## src/rtl/dmem_arbiter.sv

```systemverilog
// dmem_arbiter
//
// Shares the single data-memory port between the CPU pipeline and a
// secondary requester (DMA / debug loader). The CPU normally has priority.
// A small starvation counter forces the DMA ahead after STARVE_MAX
// consecutive CPU wins while the DMA is waiting. The winning command is
// registered toward memory. Outstanding reads are tagged by owner so that
// read data is steered back to the requester that issued the read.
//
// Parameters
//   MEM_LAT     cycles from command on mem_*_o to valid mem_rdata_i (1..4)
//   STARVE_MAX  CPU wins with the DMA waiting before the DMA is forced (1..15)
//
// Ports
//   clk_i, rst_i                    clock, synchronous active-high reset
//   cpu_req_i/we_i/addr_i/wdata_i/mask_i   CPU command fields
//   cpu_gnt_o, cpu_stall_o          CPU accepted / CPU must hold
//   cpu_rvalid_o, cpu_rdata_o       CPU read response
//   dma_req_i/we_i/addr_i/wdata_i/mask_i   DMA command fields
//   dma_gnt_o                       DMA accepted
//   dma_rvalid_o, dma_rdata_o       DMA read response
//   mem_re_o, mem_we_o              registered memory strobes
//   mem_addr_o, mem_wdata_o, mem_mask_o    registered command fields
//   mem_rdata_i                     memory read data
module dmem_arbiter #(
    parameter int unsigned MEM_LAT    = 1,
    parameter int unsigned STARVE_MAX = 4
) (
    input  logic        clk_i,
    input  logic        rst_i,

    input  logic        cpu_req_i,
    input  logic        cpu_we_i,
    input  logic [31:0] cpu_addr_i,
    input  logic [31:0] cpu_wdata_i,
    input  logic [3:0]  cpu_mask_i,
    output logic        cpu_gnt_o,
    output logic        cpu_stall_o,
    output logic        cpu_rvalid_o,
    output logic [31:0] cpu_rdata_o,

    input  logic        dma_req_i,
    input  logic        dma_we_i,
    input  logic [31:0] dma_addr_i,
    input  logic [31:0] dma_wdata_i,
    input  logic [3:0]  dma_mask_i,
    output logic        dma_gnt_o,
    output logic        dma_rvalid_o,
    output logic [31:0] dma_rdata_o,

    output logic        mem_re_o,
    output logic        mem_we_o,
    output logic [31:0] mem_addr_o,
    output logic [31:0] mem_wdata_o,
    output logic [3:0]  mem_mask_o,
    input  logic [31:0] mem_rdata_i
);

    localparam logic [3:0] STARVE_LIM = 4'(STARVE_MAX);

    logic [3:0]       starve_cnt;
    logic             starve_hit;
    logic             dma_win;
    logic             rd_new;
    logic [MEM_LAT:0] tag_v;
    logic [MEM_LAT:0] tag_dma;

    // Grants are combinational; reset suppresses both so memory sees no
    // command in the cycle after reset.
    always_comb begin
        starve_hit = (starve_cnt == STARVE_LIM);
        dma_win    = dma_req_i & (~cpu_req_i | starve_hit);
        cpu_gnt_o  = 1'b0;
        dma_gnt_o  = 1'b0;
        if (!rst_i) begin
            dma_gnt_o = dma_win;
            cpu_gnt_o = cpu_req_i & ~dma_win;
        end
        cpu_stall_o = cpu_req_i & ~cpu_gnt_o;
        rd_new      = (cpu_gnt_o & ~cpu_we_i) | (dma_gnt_o & ~dma_we_i);
    end

    always_ff @(posedge clk_i) begin
        if (rst_i) begin
            starve_cnt <= '0;
        end else if (!dma_req_i || dma_gnt_o) begin
            starve_cnt <= '0;
        end else if (cpu_gnt_o && !starve_hit) begin
            starve_cnt <= starve_cnt + 4'd1;
        end
    end

    // Command register toward memory. Without a grant only the strobes drop;
    // address, data and mask keep their last values.
    always_ff @(posedge clk_i) begin
        if (rst_i) begin
            mem_re_o    <= 1'b0;
            mem_we_o    <= 1'b0;
            mem_addr_o  <= '0;
            mem_wdata_o <= '0;
            mem_mask_o  <= '0;
        end else if (cpu_gnt_o) begin
            mem_re_o    <= ~cpu_we_i;
            mem_we_o    <= cpu_we_i;
            mem_addr_o  <= cpu_addr_i;
            mem_wdata_o <= cpu_wdata_i;
            mem_mask_o  <= cpu_mask_i;
        end else if (dma_gnt_o) begin
            mem_re_o    <= ~dma_we_i;
            mem_we_o    <= dma_we_i;
            mem_addr_o  <= dma_addr_i;
            mem_wdata_o <= dma_wdata_i;
            mem_mask_o  <= dma_mask_i;
        end else begin
            mem_re_o    <= 1'b0;
            mem_we_o    <= 1'b0;
        end
    end

    // Read tags: index 0 holds the read issued to memory this cycle, so the
    // tail at index MEM_LAT lines up with mem_rdata_i.
    always_ff @(posedge clk_i) begin
        if (rst_i) begin
            tag_v   <= '0;
            tag_dma <= '0;
        end else begin
            tag_v   <= {tag_v[MEM_LAT-1:0], rd_new};
            tag_dma <= {tag_dma[MEM_LAT-1:0], dma_gnt_o};
        end
    end

    // Responses are masked during reset so a read in flight never completes.
    always_comb begin
        cpu_rvalid_o = tag_v[MEM_LAT] & ~tag_dma[MEM_LAT] & ~rst_i;
        dma_rvalid_o = tag_v[MEM_LAT] & tag_dma[MEM_LAT] & ~rst_i;
        cpu_rdata_o  = cpu_rvalid_o ? mem_rdata_i : '0;
        dma_rdata_o  = dma_rvalid_o ? mem_rdata_i : '0;
    end

endmodule
```

## config.mk

```make
export PLATFORM = sky130hd
export DESIGN_NAME = dmem_arbiter
export DESIGN_NICKNAME = d
export VERILOG_FILES = /design/src/rtl/dmem_arbiter.sv
export SDC_FILE = /design/constraint.sdc
export NUM_CORES = 1
export LEC_CHECK = 0
export BUFFER_PORTS_ARGS = -buffer_cell sky130_fd_sc_hd__buf_2
export CORE_AREA = 2 2 121 123
export CTS_CLUSTER_SIZE = 10
export DETAILED_ROUTE_END_ITERATION = 8
export DIE_AREA = 0 0 123 125
export GPL_TIMING_DRIVEN = 0
export PLACE_DENSITY = 0.59
export SLEW_MARGIN = 20
export SYNTH_ARGS = -nofsm -noshare
export SYNTH_HDL_FRONTEND = slang
export SYNTH_SLANG_ARGS = --single-unit
export TNS_END_PERCENT = 1
```

## constraint.sdc

```tcl
create_clock -name clk_i -period 2.3 [get_ports clk_i]
set_clock_uncertainty 0.15 [all_clocks]
set_input_delay 0.23 -clock clk_i [delete_from_list [all_inputs] [get_ports clk_i]]
set_output_delay 0.23 -clock clk_i [all_outputs]
set_load 0.02 [all_outputs]
```

==> results of run 1 <==
## layout make-up
cell class	instances	area, um2	share of cell area
diodes	4	10.0	0.00155
repair buffers	339	1830	0.284
flip-flops and latches	78	1560	0.242
multi-input cells	366	2210	0.342
clock inverters	6	46.3	0.00718
clock buffers	10	239	0.0371
well taps	184	230	0.0357
inverters	5	18.8	0.00291
plain buffers	58	307	0.0475
## sequential cells by signal, indices dropped and copies added (netlist names)
| register | count |
|---|---|
| mem_re_o | 1 |
| mem_wdata_o | 32 |
| starve_cnt | 4 |
| tag_v | 2 |
| mem_addr_o | 32 |
| tag_dma | 2 |
| mem_we_o | 1 |
| mem_mask_o | 4 |
## per-layer routing
metal	GRT usage	share of wire	vias up
met1	0.242	0.38	2376
met3	0.0488	0.074	40
met2	0.394	0.51	212
met4	0.102	0.038	2
li1	-	-	2544
met5	0	0.00074	-
## worst max-delay path: cells and delay by family, from the launching register on
kind / cells / cell delay [ns]
adders and majority gates: 1 / 0.23
DFF: 1 / 0.37
buffers and inverters: 3 / 0.43
and+or+nand+nor: 3 / 0.46
## how the worst max path moves through the flow
stage,from,to,cells after the start
2_1_floorplan,rst_i,cpu_rdata_o[22],4
3_5_place_dp,starve_cnt[0]$_SDFFE_PP0P_,cpu_stall_o,7
3_3_place_gp,starve_cnt[0]$_SDFFE_PP0P_,cpu_stall_o,7
6_report,starve_cnt[0]$_SDFFE_PP0P_,cpu_stall_o,7
5_1_grt,starve_cnt[0]$_SDFFE_PP0P_,cpu_stall_o,7
4_1_cts,starve_cnt[0]$_SDFFE_PP0P_,cpu_stall_o,7
## power by group
group	internal, uW	total (uW)	switching, uW
sequential	1450	1500	50.4
clock	767	1390	623
combinational	358	829	471
## cell usage in the layout (no fill, tap or decap), types with 2 or more instances in the layout
cell type and count:
nand3_1 2, clkinv_4 2, a31oi_1 68, a21oi_1 2, a211oi_1 60, nor2_1 71, dfxtp_1 78, o21ai_1 10
buf_4 13, buf_6 4, dlygate4sd3_1 26, inv_1 5, and2_1 65, buf_2 323, a211oi_2 8, nor2b_1 2
diode_2 4, clkinvlp_4 2, clkbuf_16 9, clkbuf_1 30, o2bb2ai_1 2, ha_1 2, o21ai_0 59
## timing repair
item | CTS | global route
setup endpoints to repair | 2 | 0
hold buffers | 26 | 0
endpoints found under the hold margin | 27 | 0
buffers inserted | 1 | 0
## through the flow
step,total power [uW],cell area (um2)
after CTS,3750,6440
final,3720,6450
after global placement,2320,5890
after floorplan,1970,4090
after detailed placement,2330,5890
after global routing,3880,6440
## cell families after synthesis
family,after synthesis
AOI/OAI and AO/OA,213
and+or+nand+nor,150
DFF,78
buffers and inverters,63
adders and majority gates,2
xor gates and xnor gates,1
==> summary.md, run 1 <==
| Metric | Value |
|---|---|
| Status | `completed` |
| FF+latch count, synth | `78` |
| Vias in the first global route | `4991` |
| CP Max Fanout | `10` |
| Clock Path Buffers | `2` |
| Slew margin rel. | `0.561` |
| Drt first pass iters | `4` |
| Fraction of the yosys area taken by sequential cells | `0.381` |
| CP max stage delay | `0.37 ns` |
| Final setup vio count | `0` |
| Total negative slack | `0 ns` |
| Synthesized area | `0.00409 mm2` |
| Die extent in y | `125 um` |
| Synth Area in Simple Gates | `0.192` |
| Dpl ws | `0.121 ns` |
| Crit path arrival time | `1.84 ns` |
| Top-area cell type share of the netlist area | `0.381` |
| Adder-Cell Fraction of Synth Area | `0.00611` |
| Filler cells | `1504` |
| Worst hold margin | `0.00991 ns` |
| First-pass GRT wire length | `roughly 26 mm` |
| CP endpoint kind | `output port` |
| Post-synth EDFFs | `0` |
| Worst-Margin Slew | `0.659 ns` |
| Mapped Nets | `approximately 680` |
| Core area | `0.0142 mm2` |
| Largest family of logic cells by synthesized area | `compound AO/OA/AOI/OAI gates` |
| Ys flop type | `dfxtp_1` |
| WP data required | `1.92 ns` |
| Port bufs | `312` |
| Final worst slack | `0.0838 ns` |
| FF-to-FF End | `mem_addr_o[5]$_SDFFE_PP0P_` |
| Cell Pwr Density | `around 580 mW/mm2` |
| Mapped Cells | `about 510` |
| Unrepaired setup endpoints after global routing | `no` |
| Nets | `1033` |
| Final Max Slew Viols | `0` |
| Routed vias/inst | `a little under 5` |
| Wire per inst | `16.8 um` |
| Maxcap violations | `0` |
| Most frequent cells after synthesis | `dfxtp_1, nor2_1, a31oi_1, and2_1, a211oi_1` |
| Mean Syn Cell Area | `8.07 um2` |
| Pin count of the biggest net entering global routing | `15` |
| Die ar. | `0.0154 mm2` |
| Hold_sp | `dma_addr_i[25]` |
| Detailed Place HPWL | `13.2 mm` |
| Async set-reset flop share out of synthesis | `0` |
| 1st-iter DRT viols | `300` |
| Final routed DRC violation total | `0` |
| Cts repair resizes | `0` |
| Remaining Overflow, GRT | `0` |
| Slowest CP cell | `dfxtp_1` |
| Die W | `123 um` |
| Cell count after placement | `1003` |
| Worst hold endpoint | `mem_addr_o[25]$_SDFFE_PP0P_` |
| Min Tclk post-route | `2.22 ns` |
| Share of cells above drive strength 1 | `0.429` |
| Xor/xnor cell area share of the yosys netlist | `0.00214` |
| HP Class | `in -> reg` |
| Starting Density | `0.288` |
| Total track usage | `0.219` |
| Crit Path Class | `reg -> out` |
| I/O Pins | `between 300 and 400` |
| CTS tree | `done` |
| Peak VDD IR | `0.459 mV` |
| Mux share of post-synthesis cell area | `0` |
| Final period util | `0.964` |
| Rows | `44` |
| Gp weighted congestion | `0.798` |
| Routed via count | `5174` |
| Routed WL | `17.7 mm` |
| Synth area leaders | `dfxtp_1, a211oi_1, a31oi_1, and2_1, o21ai_0` |
| Area delta synth->final | `57.5%` |
| Final hold vios | `0` |
| Clock latency on the worst-skew pair | `0.34 ns` |
| Static Leak | `0.00316 uW` |
| Cell Count, Final, Fillers Out | `between 1k and 1.5k` |
| CTS Sinks | `78` |
| Clk pin slew, worst setup/hold paths | `0.07 ns` |
| Root buf cell | `clkbuf_16` |
| Post-synthesis compound-gate area fraction | `0.339` |
| Initial antenna violation count | `4` |
| Hold-critical path depth | `3` |
| Max Freq | `451 MHz` |
| Unique masters post-synth | `34` |
| Worst R2R Path Depth | `7` |
| Cell with the most instances after synthesis | `dfxtp_1` |
| CP Launch Type | `register` |
| Reg2reg start | `starve_cnt[0]$_SDFFE_PP0P_` |
| H-tree depth | `3` |
| Cells along the critical path | `inv_1 -> ha_1 -> nand4b_1 -> buf_4 -> nand2_1 -> and2_1 -> buf_2` |
| Ys Warns | `0` |
| R2R setup slack | `between 0.15 and 0.2 ns` |
| Total CTS buffers | `9` |
| Final core utilization | `0.454` |
| Synth area leader | `dfxtp_1` |
| ANT nets after route | `0` |
Note: power is estimated with default switching activity, not from simulation.
==> inputs of run 2 (changes only) <==
--- a/config.mk
+++ b/config.mk
@@ -12,6 +12,7 @@
 export DIE_AREA = 0 0 123 125
 export GPL_TIMING_DRIVEN = 0
 export PLACE_DENSITY = 0.59
+export SKIP_LAST_GASP = 1
 export SLEW_MARGIN = 20
 export SYNTH_ARGS = -nofsm -noshare
 export SYNTH_HDL_FRONTEND = slang
==> constraint.sdc (replaced) <==
create_clock -name clk_i -period 2.3 [get_ports clk_i]
set_clock_uncertainty 0.15 [all_clocks]
set_input_delay 0.575 -clock clk_i [delete_from_list [all_inputs] [get_ports clk_i]]
set_output_delay 0.575 -clock clk_i [all_outputs]
set_load 0.02 [all_outputs]
==> run 2 against run 1 <==
Against the previous run:
- the flow now finishes with violations (negative setup slack)
- non-clock buffer count is 16 lower
- worst setup slack got worse by 0.10 ns
- worst hold slack better by 0.25 ns
- critical path type is now in -> out
- via count is 0.19% lower
- clock power up 12%
- combinational power fell by 1%
- final cell count shrank 0.95%
- sequential power about the same
- routed wire length rose by 1.7%
- flip-flop and latch count did not move
- cell area increased by 3.8%
- utilization increased by 1.7 points
==> summary.md, run 2 (synthesis gave the netlist of run 1 again) <==
| Metric | Value |
|---|---|
| H-tree depth | `3 (unchanged)` |
| Pin count of the biggest net entering global routing | `17 (+2)` |
| Hold_sp | `starve_cnt[0]$_SDFFE_PP0P_` |
| Status | `finished, violations left` |
| Worst-Margin Slew | `0.674 ns (+0.0154 ns)` |
| Dpl cell area | `0.00589 mm2 (about the same)` |
| Commonest non-fill, non-tap cells in the layout | `buf_2, dfxtp_1, nor2_1, a31oi_1, a211oi_1` |
| Multi-input gate area | `0.00230 mm2 (+4.3%)` |
| Clock latency on the worst-skew pair | `0.34 ns (about the same)` |
| GRT met1 Usage | `0.244 (+0.00169)` |
| Power Total | `3870 uW (+4.1%)` |
| Cell count after placement | `1003 (unchanged)` |
| Cell Pwr Density | `579 mW/mm2 (+0.25%)` |
| Nets | `1018 (-1.5%)` |
| Post-layout instance area | `0.00670 mm2 (+3.8%)` |
| Crit path arrival time | `1.60 ns (-0.24 ns)` |
| Dpl ws | `-0.432 ns (-0.553 ns)` |
| Final routed DRC violation total | `0 (unchanged)` |
| Maxcap violations | `0 (unchanged)` |
| Worst hold margin | `0.263 ns (+0.253 ns)` |
| Area delta synth->final | `63.6%` |
| Net switching power | `1100 uW (-4.2%)` |
| Slew margin rel. | `0.551 (-0.0103)` |
| Final period util | `1.01 (+0.0454)` |
| Drt first pass iters | `4 (unchanged)` |
| CP top delay family | `buffers and inverters` |
| Unrepaired setup endpoints after global routing | `yes` |
| Gp weighted congestion | `0.805 (+0.80%)` |
| Filler cells | `1451 (-3.5%)` |
| Crit Path Class | `in -> out` |
| Reg power frac | `0.387 (-0.017)` |
| Top flop regs | `mem_addr_o x32, mem_wdata_o x32` |
| Static Leak | `0.00322 uW (+1.8%)` |
| Starting Density | `0.288 (unchanged)` |
| Total CTS buffers | `9 (unchanged)` |
| Reg2reg start | `starve_cnt[0]$_SDFFE_PP0P_` |
| Remaining Overflow, GRT | `0 (unchanged)` |
| Busiest grt layer | `met2` |
| Max Freq | `431 MHz (-4.5%)` |
| Clock Path Buffers | `2 (unchanged)` |
| Met2 usage | `0.380 (-0.0136)` |
| Most common cell after layout, fill and taps aside | `buf_2` |
| Core area | `0.0142 mm2 (unchanged)` |
| Logic pwr share | `0.211 (-0.012)` |
| Routed via count | `5164 (-0.19%)` |
| Sw Share | `0.283 (-0.0244)` |
| Final Max Slew Viols | `0 (unchanged)` |
| Worst path buffer plus inverter count | `5 (+2)` |
| Routed vias/inst | `4.97 (+0.77%)` |
| 1st-iter DRT viols | `203 (-32%)` |
| Initial antenna violation count | `10 (+6)` |
| HP Class | `reg -> reg` |
| Failing checks | `negative setup slack` |
| Total track usage | `0.220 (+0.000565)` |
| Clk pwr share | `0.402 (+0.028)` |
| Detailed Place HPWL | `13.4 mm (+1.9%)` |
| Cell Count, Final, Fillers Out | `1040 (-0.95%)` |
| Port bufs | `312 (unchanged)` |
| CP startpoint | `rst_i` |
| First-pass GRT wire length | `26.0 mm (-0.50%)` |
| CP Launch Type | `input pin` |
| Root buf cell | `clkbuf_16` |
| Slowest CP cell | `and3b_2` |
| Int Power | `2780 uW (+7.8%)` |
| CTS Hold Bufs | `0 (-100%)` |
| Min Tclk post-route | `2.32 ns (+0.104 ns)` |
| CTS tree | `done` |
| Total area of sequential cells | `0.00156 mm2 (+0.16%)` |
| CP endpoint kind | `output port` |
| Final worst slack | `-0.0206 ns (-0.104 ns)` |
| Wire per inst | `17.3 um (+2.6%)` |
| Clk pin slew, worst setup/hold paths | `0.06 ns (about the same)` |
| Rows | `44 (unchanged)` |
| Routed WL | `18.0 mm (+1.7%)` |
| Most used cell, CP | `buf_8` |
| WP data required | `1.57 ns (-0.35 ns)` |
| CP Max Fanout | `6 (-4)` |
| I/O Pins | `313 (unchanged)` |
| Cells along the critical path | `buf_8 -> buf_8 -> and3b_2 -> buf_8 -> buf_4 -> buf_2` |
| Die W | `123 um (unchanged)` |
| CTS Sinks | `78 (unchanged)` |
| Vias in the first global route | `4776 (-4.3%)` |
| Die extent in y | `125 um (unchanged)` |
| Share of cells above drive strength 1 | `0.491 (+0.0619)` |
| CP max stage delay | `0.40 ns (+0.03 ns)` |
| ANT nets after route | `0 (unchanged)` |
| Peak VDD IR | `0.274 mV (-40%)` |
| Final setup vio count | `25 (+25)` |
| Met3 Use GR | `0.0561 (+0.00730)` |
| Die ar. | `0.0154 mm2 (unchanged)` |
| Final hold vios | `0 (unchanged)` |
## run 2: cell types whose count changed in the layout (fill, tap and decap cells not counted), sizes merged
cell,delta
clkbuf,-3
inv,-1
bufinv,+2
diode,+5
clkinv,-3
clkinvlp,+1
dlygate4sd3,-26
and3b,+1
buf,+14
## run 2: final cells by class
class,count,share of cell area
antenna,9,0.00336
buffer,57,0.0553
clock buffer,11,0.0362
clock inverter,5,0.0123
inverter,5,0.00280
multi-input combinational,367,0.344
sequential,78,0.234
tap,184,0.0344
timing repair buffer,324,0.278
## run 2: routing by layer
layer	vias up	routed length (um)
met5	-	13
met4	2	624
met3	39	1360
met2	224	9060
met1	2369	6920
li1	2530	-
## run 2: metrics by stage
stage	setup TNS [ns]	utilization
after floorplan	-0.528	-
after global placement	-23.21	0.414
after detailed placement	-22.34	0.414
after CTS	-0.278	0.460
after global routing	-1.50	0.471
final	-0.296	0.471
## run 2: power by group through the flow
stage	sequential (uW)	clock (uW)	combinational [uW]
after floorplan	1650	0	328
after global placement	1530	0	796
final	1500	1560	817
after CTS	1500	1600	811
after detailed placement	1530	0	799
after global routing	1510	1650	889
## run 2: what timing repair did
action | CTS | global route
resized for setup | 89 | 37
buffers inserted | 4 | 5
setup endpoints to repair | 69 | 56
gates cloned | 4 | 0
pin swaps | 5 | 9
## run 2: worst paths after layout
path | slack, ns | depth (start not counted) | end
hold reg to reg | 0.26 | 1 | starve_cnt[0]$_SDFFE_PP0P_
setup / recovery | -0.02 | 6 | dma_rvalid_o
setup reg to reg | 0.23 | 8 | mem_wdata_o[4]$_SDFFE_PP0P_
hold / removal | 0.26 | 1 | starve_cnt[0]$_SDFFE_PP0P_
